==> src/rtl/fp_pkg.sv <==
// ============================================================================
// Module : fp_pkg
// Brief  : Shared definitions for the FP add/sub datapath: mantissa
//          operation encodings and the exponent-adjust width function.
// Rev    : 1.0  initial release
// ============================================================================
`default_nettype none

package fp_pkg;

  // Mantissa operation select encodings
  localparam logic MAS_ADD = 1'b0;
  localparam logic MAS_SUB = 1'b1;

  // Width of the signed exponent adjustment for a given mantissa width:
  // enough magnitude bits for a shift of 0..MW plus a sign bit.
  function automatic int eaw_width(input int mw);
    return $clog2(mw + 1) + 1;
  endfunction

endpackage

`default_nettype wire

==> src/rtl/mant_lzc.sv <==
// ============================================================================
// Module : mant_lzc
// Brief  : Combinational leading-zero counter over a W-bit vector. Returns
//          W with allzero=1 when the vector is zero.
// Rev    : 1.0  initial release
// ============================================================================
`default_nettype none

module mant_lzc #(
  parameter int W  = 8,
  parameter int CW = $clog2(W + 1)
) (
  input  logic [W-1:0]  din,
  output logic [CW-1:0] cnt,
  output logic          allzero
);

  // Scan upward so the highest set bit is the last one to set the count
  always_comb begin
    cnt     = CW'(W);
    allzero = (din == '0);
    for (int i = 0; i < W; i++) begin
      if (din[i]) begin
        cnt = CW'(W - 1 - i);
      end
    end
  end

endmodule

`default_nettype wire

==> src/rtl/mantissa_addsub_pipe.sv <==
// ============================================================================
// Module : mantissa_addsub_pipe
// Brief  : Two-stage pipelined mantissa add/subtract with normalization.
//          Stage 1 forms the raw sum or magnitude difference; stage 2
//          normalizes it and produces the exponent adjustment and sticky.
//          Valid/ready handshake on both sides, two results in flight.
// Rev    : 1.0  initial release
// ============================================================================
`default_nettype none

module mantissa_addsub_pipe
  import fp_pkg::*;
#(
  parameter int MW  = 8,
  parameter int EAW = eaw_width(MW)
) (
  input  logic           clk,
  input  logic           rst_n,
  input  logic           in_valid,
  output logic           in_ready,
  input  logic [MW-1:0]  pm,
  input  logic [MW-1:0]  qm,
  input  logic           mas,
  output logic           out_valid,
  input  logic           out_ready,
  output logic [MW:0]    sm,
  output logic           neg,
  output logic [MW-1:0]  nm,
  output logic [EAW-1:0] exp_adj,
  output logic           sticky,
  output logic           zero
);

  localparam int c_lzw = $clog2(MW + 1);

  // ---------------------------------------------------------------- control
  logic r_s1_valid;
  logic r_out_valid;
  logic w_out_adv;
  logic w_s1_adv;
  logic w_accept;

  assign w_out_adv = !r_out_valid || out_ready;
  assign w_s1_adv  = r_s1_valid && w_out_adv;
  assign in_ready  = !r_s1_valid || w_s1_adv;
  assign w_accept  = in_valid && in_ready;

  // ---------------------------------------------------------------- stage 1
  logic [MW:0]   w_sum;
  logic          w_q_gt_p;
  logic [MW-1:0] w_diff;
  logic [MW:0]   w_raw;
  logic          w_neg;

  // Subtraction swaps operands on borrow so the result is always a magnitude
  always_comb begin
    w_sum    = {1'b0, pm} + {1'b0, qm};
    w_q_gt_p = (qm > pm);
    w_diff   = w_q_gt_p ? (qm - pm) : (pm - qm);
    if (mas == MAS_SUB) begin
      w_raw = {1'b0, w_diff};
      w_neg = w_q_gt_p;
    end else begin
      w_raw = w_sum;
      w_neg = 1'b0;
    end
  end

  logic [MW:0] r_s1_raw;
  logic        r_s1_neg;

  // Stage-1 register: refills whenever it is empty or draining forward
  always_ff @(posedge clk) begin
    if (!rst_n) begin
      r_s1_valid <= 1'b0;
      r_s1_raw   <= '0;
      r_s1_neg   <= 1'b0;
    end else if (in_ready) begin
      r_s1_valid <= w_accept;
      if (w_accept) begin
        r_s1_raw <= w_raw;
        r_s1_neg <= w_neg;
      end
    end
  end

  // ---------------------------------------------------------------- stage 2
  logic [c_lzw-1:0] w_lz;
  logic             w_allzero;

  mant_lzc #(
    .W  (MW),
    .CW (c_lzw)
  ) u_lzc (
    .din     (r_s1_raw[MW-1:0]),
    .cnt     (w_lz),
    .allzero (w_allzero)
  );

  logic [MW-1:0]  w_nm;
  logic [EAW-1:0] w_exp_adj;
  logic           w_sticky;
  logic           w_zero;

  // Normalize: carry-out shifts right by one, otherwise shift left by lz
  always_comb begin
    w_nm      = '0;
    w_exp_adj = '0;
    w_sticky  = 1'b0;
    w_zero    = 1'b0;
    if (r_s1_raw[MW]) begin
      w_nm      = r_s1_raw[MW:1];
      w_exp_adj = EAW'(1);
      w_sticky  = r_s1_raw[0];
    end else if (w_allzero) begin
      w_zero    = 1'b1;
    end else begin
      w_nm      = r_s1_raw[MW-1:0] << w_lz;
      w_exp_adj = EAW'(0) - EAW'(w_lz);
    end
  end

  logic [MW:0]    r_sm;
  logic           r_neg;
  logic [MW-1:0]  r_nm;
  logic [EAW-1:0] r_exp_adj;
  logic           r_sticky;
  logic           r_zero;

  // Output register: holds its contents while downstream stalls
  always_ff @(posedge clk) begin
    if (!rst_n) begin
      r_out_valid <= 1'b0;
      r_sm        <= '0;
      r_neg       <= 1'b0;
      r_nm        <= '0;
      r_exp_adj   <= '0;
      r_sticky    <= 1'b0;
      r_zero      <= 1'b0;
    end else if (w_out_adv) begin
      r_out_valid <= r_s1_valid;
      if (w_s1_adv) begin
        r_sm      <= r_s1_raw;
        r_neg     <= r_s1_neg;
        r_nm      <= w_nm;
        r_exp_adj <= w_exp_adj;
        r_sticky  <= w_sticky;
        r_zero    <= w_zero;
      end
    end
  end

  assign out_valid = r_out_valid;
  assign sm        = r_sm;
  assign neg       = r_neg;
  assign nm        = r_nm;
  assign exp_adj   = r_exp_adj;
  assign sticky    = r_sticky;
  assign zero      = r_zero;

endmodule

`default_nettype wire
==> config.mk <==
export PLATFORM = sky130hd
export DESIGN_NAME = mantissa_addsub_pipe
export DESIGN_NICKNAME = d
export VERILOG_FILES = /design/src/rtl/fp_pkg.sv /design/src/rtl/mant_lzc.sv /design/src/rtl/mantissa_addsub_pipe.sv
export SDC_FILE = /design/constraint.sdc
export NUM_CORES = 1
export LEC_CHECK = 0
export CORE_ASPECT_RATIO = 0.9
export CORE_UTILIZATION = 25
export CTS_CLUSTER_SIZE = 20
export DETAILED_ROUTE_END_ITERATION = 16
export HOLD_SLACK_MARGIN = 0.02
export PLACE_DENSITY = 0.42
export SLEW_MARGIN = 10
export SYNTH_ARGS = -nofsm -noshare
export SYNTH_HDL_FRONTEND = slang
export SYNTH_SLANG_ARGS = --single-unit
==> constraint.sdc <==
create_clock -name clk -period 4.05 [get_ports clk]
set_input_delay 0.6075 -clock clk [delete_from_list [all_inputs] [get_ports clk]]
set_output_delay 0.6075 -clock clk [all_outputs]
set_load 0.03 [all_outputs]
==> impl_metrics.json <==
{
  "die_y_um": 100.2,
  "status": "finished, violations left",
  "tightest_slew_ps": 726.3,
  "fin_setup_tns_ps": 0,
  "synth_top_flop_cell": "dfxtp_1",
  "cts_root_buf": "clkbuf_16",
  "syn_avg_cell_area_um2": 7.746,
  "initial_core_util": 0.2593,
  "die_width_um": 111.1,
  "synth_xor_xnor_area_share": 0.009804,
  "cts_setup_buffers": 0,
  "crit_type": "input port to flop",
  "vias": 2510,
  "grt.overflow.total": 0,
  "viasPerCell": 4.960,
  "max_freq_mhz": 312.3,
  "dpl.cell_count": 499,
  "cts_buffers": 5,
  "power_density_nw_per_um2": 358.7,
  "ctsHoldBuffers": 0,
  "nNetsFinal": 425,
  "cts_resized": 0,
  "ir_drop_mv": 0.1639,
  "final_common_cell": "clkdlybuf4s50_1",
  "syn-cell-area_um2": 2680,
  "synth_cell_type_count": 55,
  "p_leak_nw": 1.323,
  "drt-wirelength-per-cell_um": 14.53,
  "drt-initial-drc-count": 139,
  "grt_use_met1": 0.1994,
  "grt_antenna_before_repair": 0,
  "layout-drive-gt1-share": 0.04775,
  "synthAdderAreaFrac": 0.1345,
  "tritoncts": "done",
  "min_period_over_period": 0.7906,
  "totalWireLength_mm": 7.354,
  "busiest_layer": "met2",
  "violations": "design-rule violations",
  "hpwlAfterDp_mm": 5.461,
  "grt_pass1_wl_mm": 12.39,
  "crit_arrival_ps": 3370,
  "synth_simple_gate_area_share": 0.2054,
  "insertion_delay_ps": 280,
  "synth_compound_area_frac": 0.2540,
  "min_path_type": "flop to flop",
  "crit_path_end_kind": "flop",
  "cts_buffer_depth": 2,
  "cpMaxStageDelayCell": "clkdlybuf4s50_1",
  "register_area_um2": 740.7,
  "grt_util_met3": 0.02657,
  "yosysWarnings": 0,
  "area_delta_synth_final_pct": 25.12,
  "synth_top_family_by_area": "compound AO/OA/AOI/OAI gates",
  "synth-edff-count": 0,
  "dr.pass1.iters": 10,
  "core_area_um2": 10330,
  "synthMuxAreaShare": 0.03455,
  "ioPinCount": 48,
  "finalPower_mw": 1.203,
  "syn_nets": 394,
  "numClockSinks": 37,
  "rows": 35,
  "hold_slack_ps": 455.1,
  "use_met2": 0.2163,
  "finalCriticalPeriod_ps": 3202,
  "setup_viol": 0,
  "worstPathRequired_ps": 4220,
  "path_max_fanout": 4,
  "grt_max_degree": 28,
  "finalHoldViolCount": 0,
  "numPortBuffers": 47,
  "slowest_delay_ps": 580,
  "ctsHtreeMaxLevel": 2,
  "place_area_um2": 3211,
  "antennaDiodeCount": 0,
  "final_cell_mix": "clkdlybuf4s50_1 (47), nand2_1 (39), dfxtp_1 (37)",
  "track_usage": 0.1396,
  "skew_ps": 4.894,
  "die_area_um2": 11140,
  "stdcell_area_um2": 3353,
  "grt_pass1_vias": 2407,
  "worstPathCellList": "clkdlybuf4s50_1 > inv_1 > ha_1 > nor2b_1 > o21ai_0 > a21oi_1 > a2111oi_0 > a211oi_2 > mux2i_1 > a311o_1",
  "cts.clk_slew.worst_paths_ps": 60,
  "drv_cap": 0,
  "instances_no_fill": 506,
  "drc": 4,
  "rsz0062_at_grt": "no",
  "multi_input_area_um2": 1710,
  "finalMaxSlewViolations": 0,
  "ant_nets": 0,
  "ys_ff_latch": 37,
  "gp_congestion": 0.8356,
  "ys_seq_area_frac": 0.2764,
  "ys_async_sr_fraction": 0,
  "critPathLaunchType": "input port",
  "syn_inst": 346,
  "r2r_slack_ps": 1820,
  "fillers": 1097,
  "slew_headroom": 0.5114
}
worst paths after layout:
kind,startpoint,to,cells past startpoint
min reg2reg,sm[1]$_SDFFE_PN0P_,sm[1]$_SDFFE_PN0P_,2
min,sm[1]$_SDFFE_PN0P_,sm[1]$_SDFFE_PN0P_,2
max reg2reg,r_s1_raw[7]$_SDFFE_PN0P_,nm[6]$_SDFFE_PN0P_,7
max,pm[1],r_s1_raw[7]$_SDFFE_PN0P_,10
where the power goes:
part | switching, mW | total, mW | internal (mW)
clock network | 0.144 | 0.385 | 0.242
registers | 0.0436 | 0.435 | 0.392
logic | 0.221 | 0.382 | 0.161
per-stage QoR:
| step | worst slack (ps) | util |
|---|---|---|
| global route | 675.9 | 0.3245 |
| finish | 847.9 | 0.3245 |
| detailed placement | 577.5 | 0.3107 |
| CTS | 865.5 | 0.3245 |
| floorplan | 1434 | - |
| global placement | 612.4 | 0.3107 |
state kept, by name, summed over array words and instances, names as in the netlist, 5 cells and up:
register / cells
sm: 9
exp_adj: 5
r_s1_raw: 9
nm: 8
cell usage after synthesis, types with 2 or more instances:
master    number  share of area
or3_1          3         0.0070
o21bai_1       2         0.0056
a32oi_1        2         0.0065
mux2_2         2         0.0084
nand2_1       39          0.055
dfxtp_1       37           0.28
a21oi_1       36          0.067
o31ai_1        2         0.0056
o41ai_1        2         0.0065
mux2i_1        7          0.026
a211oi_1       6          0.017
inv_1         25          0.035
nand3b_1       2         0.0056
o22a_1         2         0.0065
o31a_1         2         0.0065
nand4_1        3         0.0070
a31oi_1        3         0.0070
nor2_1        31          0.043
nor3_1         4         0.0075
nand2b_1       6          0.014
buf_6          2         0.0084
xor2_1         2         0.0065
a21o_1         2         0.0056
buf_2          9          0.017
nor4_1         5          0.012
a22oi_1        7          0.020
o21ai_0       15          0.028
clkbuf_1      15          0.021
ha_1          24           0.11
nor2b_1        9          0.021
nand3_1       12          0.022
fa_1           3          0.022
o311ai_0       3         0.0098
critical path, delay by kind of cell:
| family | cells | cell delay [ps] |
|---|---|---|
| adder cells (fa/ha/maj) | 1 | 360 |
| multiplexers | 1 | 150 |
| AO/OA/AOI/OAI | 5 | 1390 |
| AND/OR/NAND/NOR | 1 | 140 |
| buffers and inverters | 2 | 720 |
cell families (layout without fill, tap and decap cells):
kind of cell	after synthesis	after routing
AND/OR/NAND/NOR	118	118
AO/OA/AOI/OAI	99	99
buffers and inverters	53	84
flip-flops	37	37
adder cells (fa/ha/maj)	27	27
multiplexers	9	9
XOR/XNOR	3	3
layout make-up:
class,count,share of cell area
tap,129,0.04813
multi-input combinational,256,0.5101
timing repair buffer,51,0.1493
clock buffer,7,0.04254
inverter,26,0.02910
sequential,37,0.2209
routing by layer:
layer	share of wire	up-vias
met5	0	-
met4	0.0041	0
met3	0.040	5
met2	0.43	52
met1	0.53	1181
li1	-	1272
Note: power is estimated with default switching activity, not from simulation.
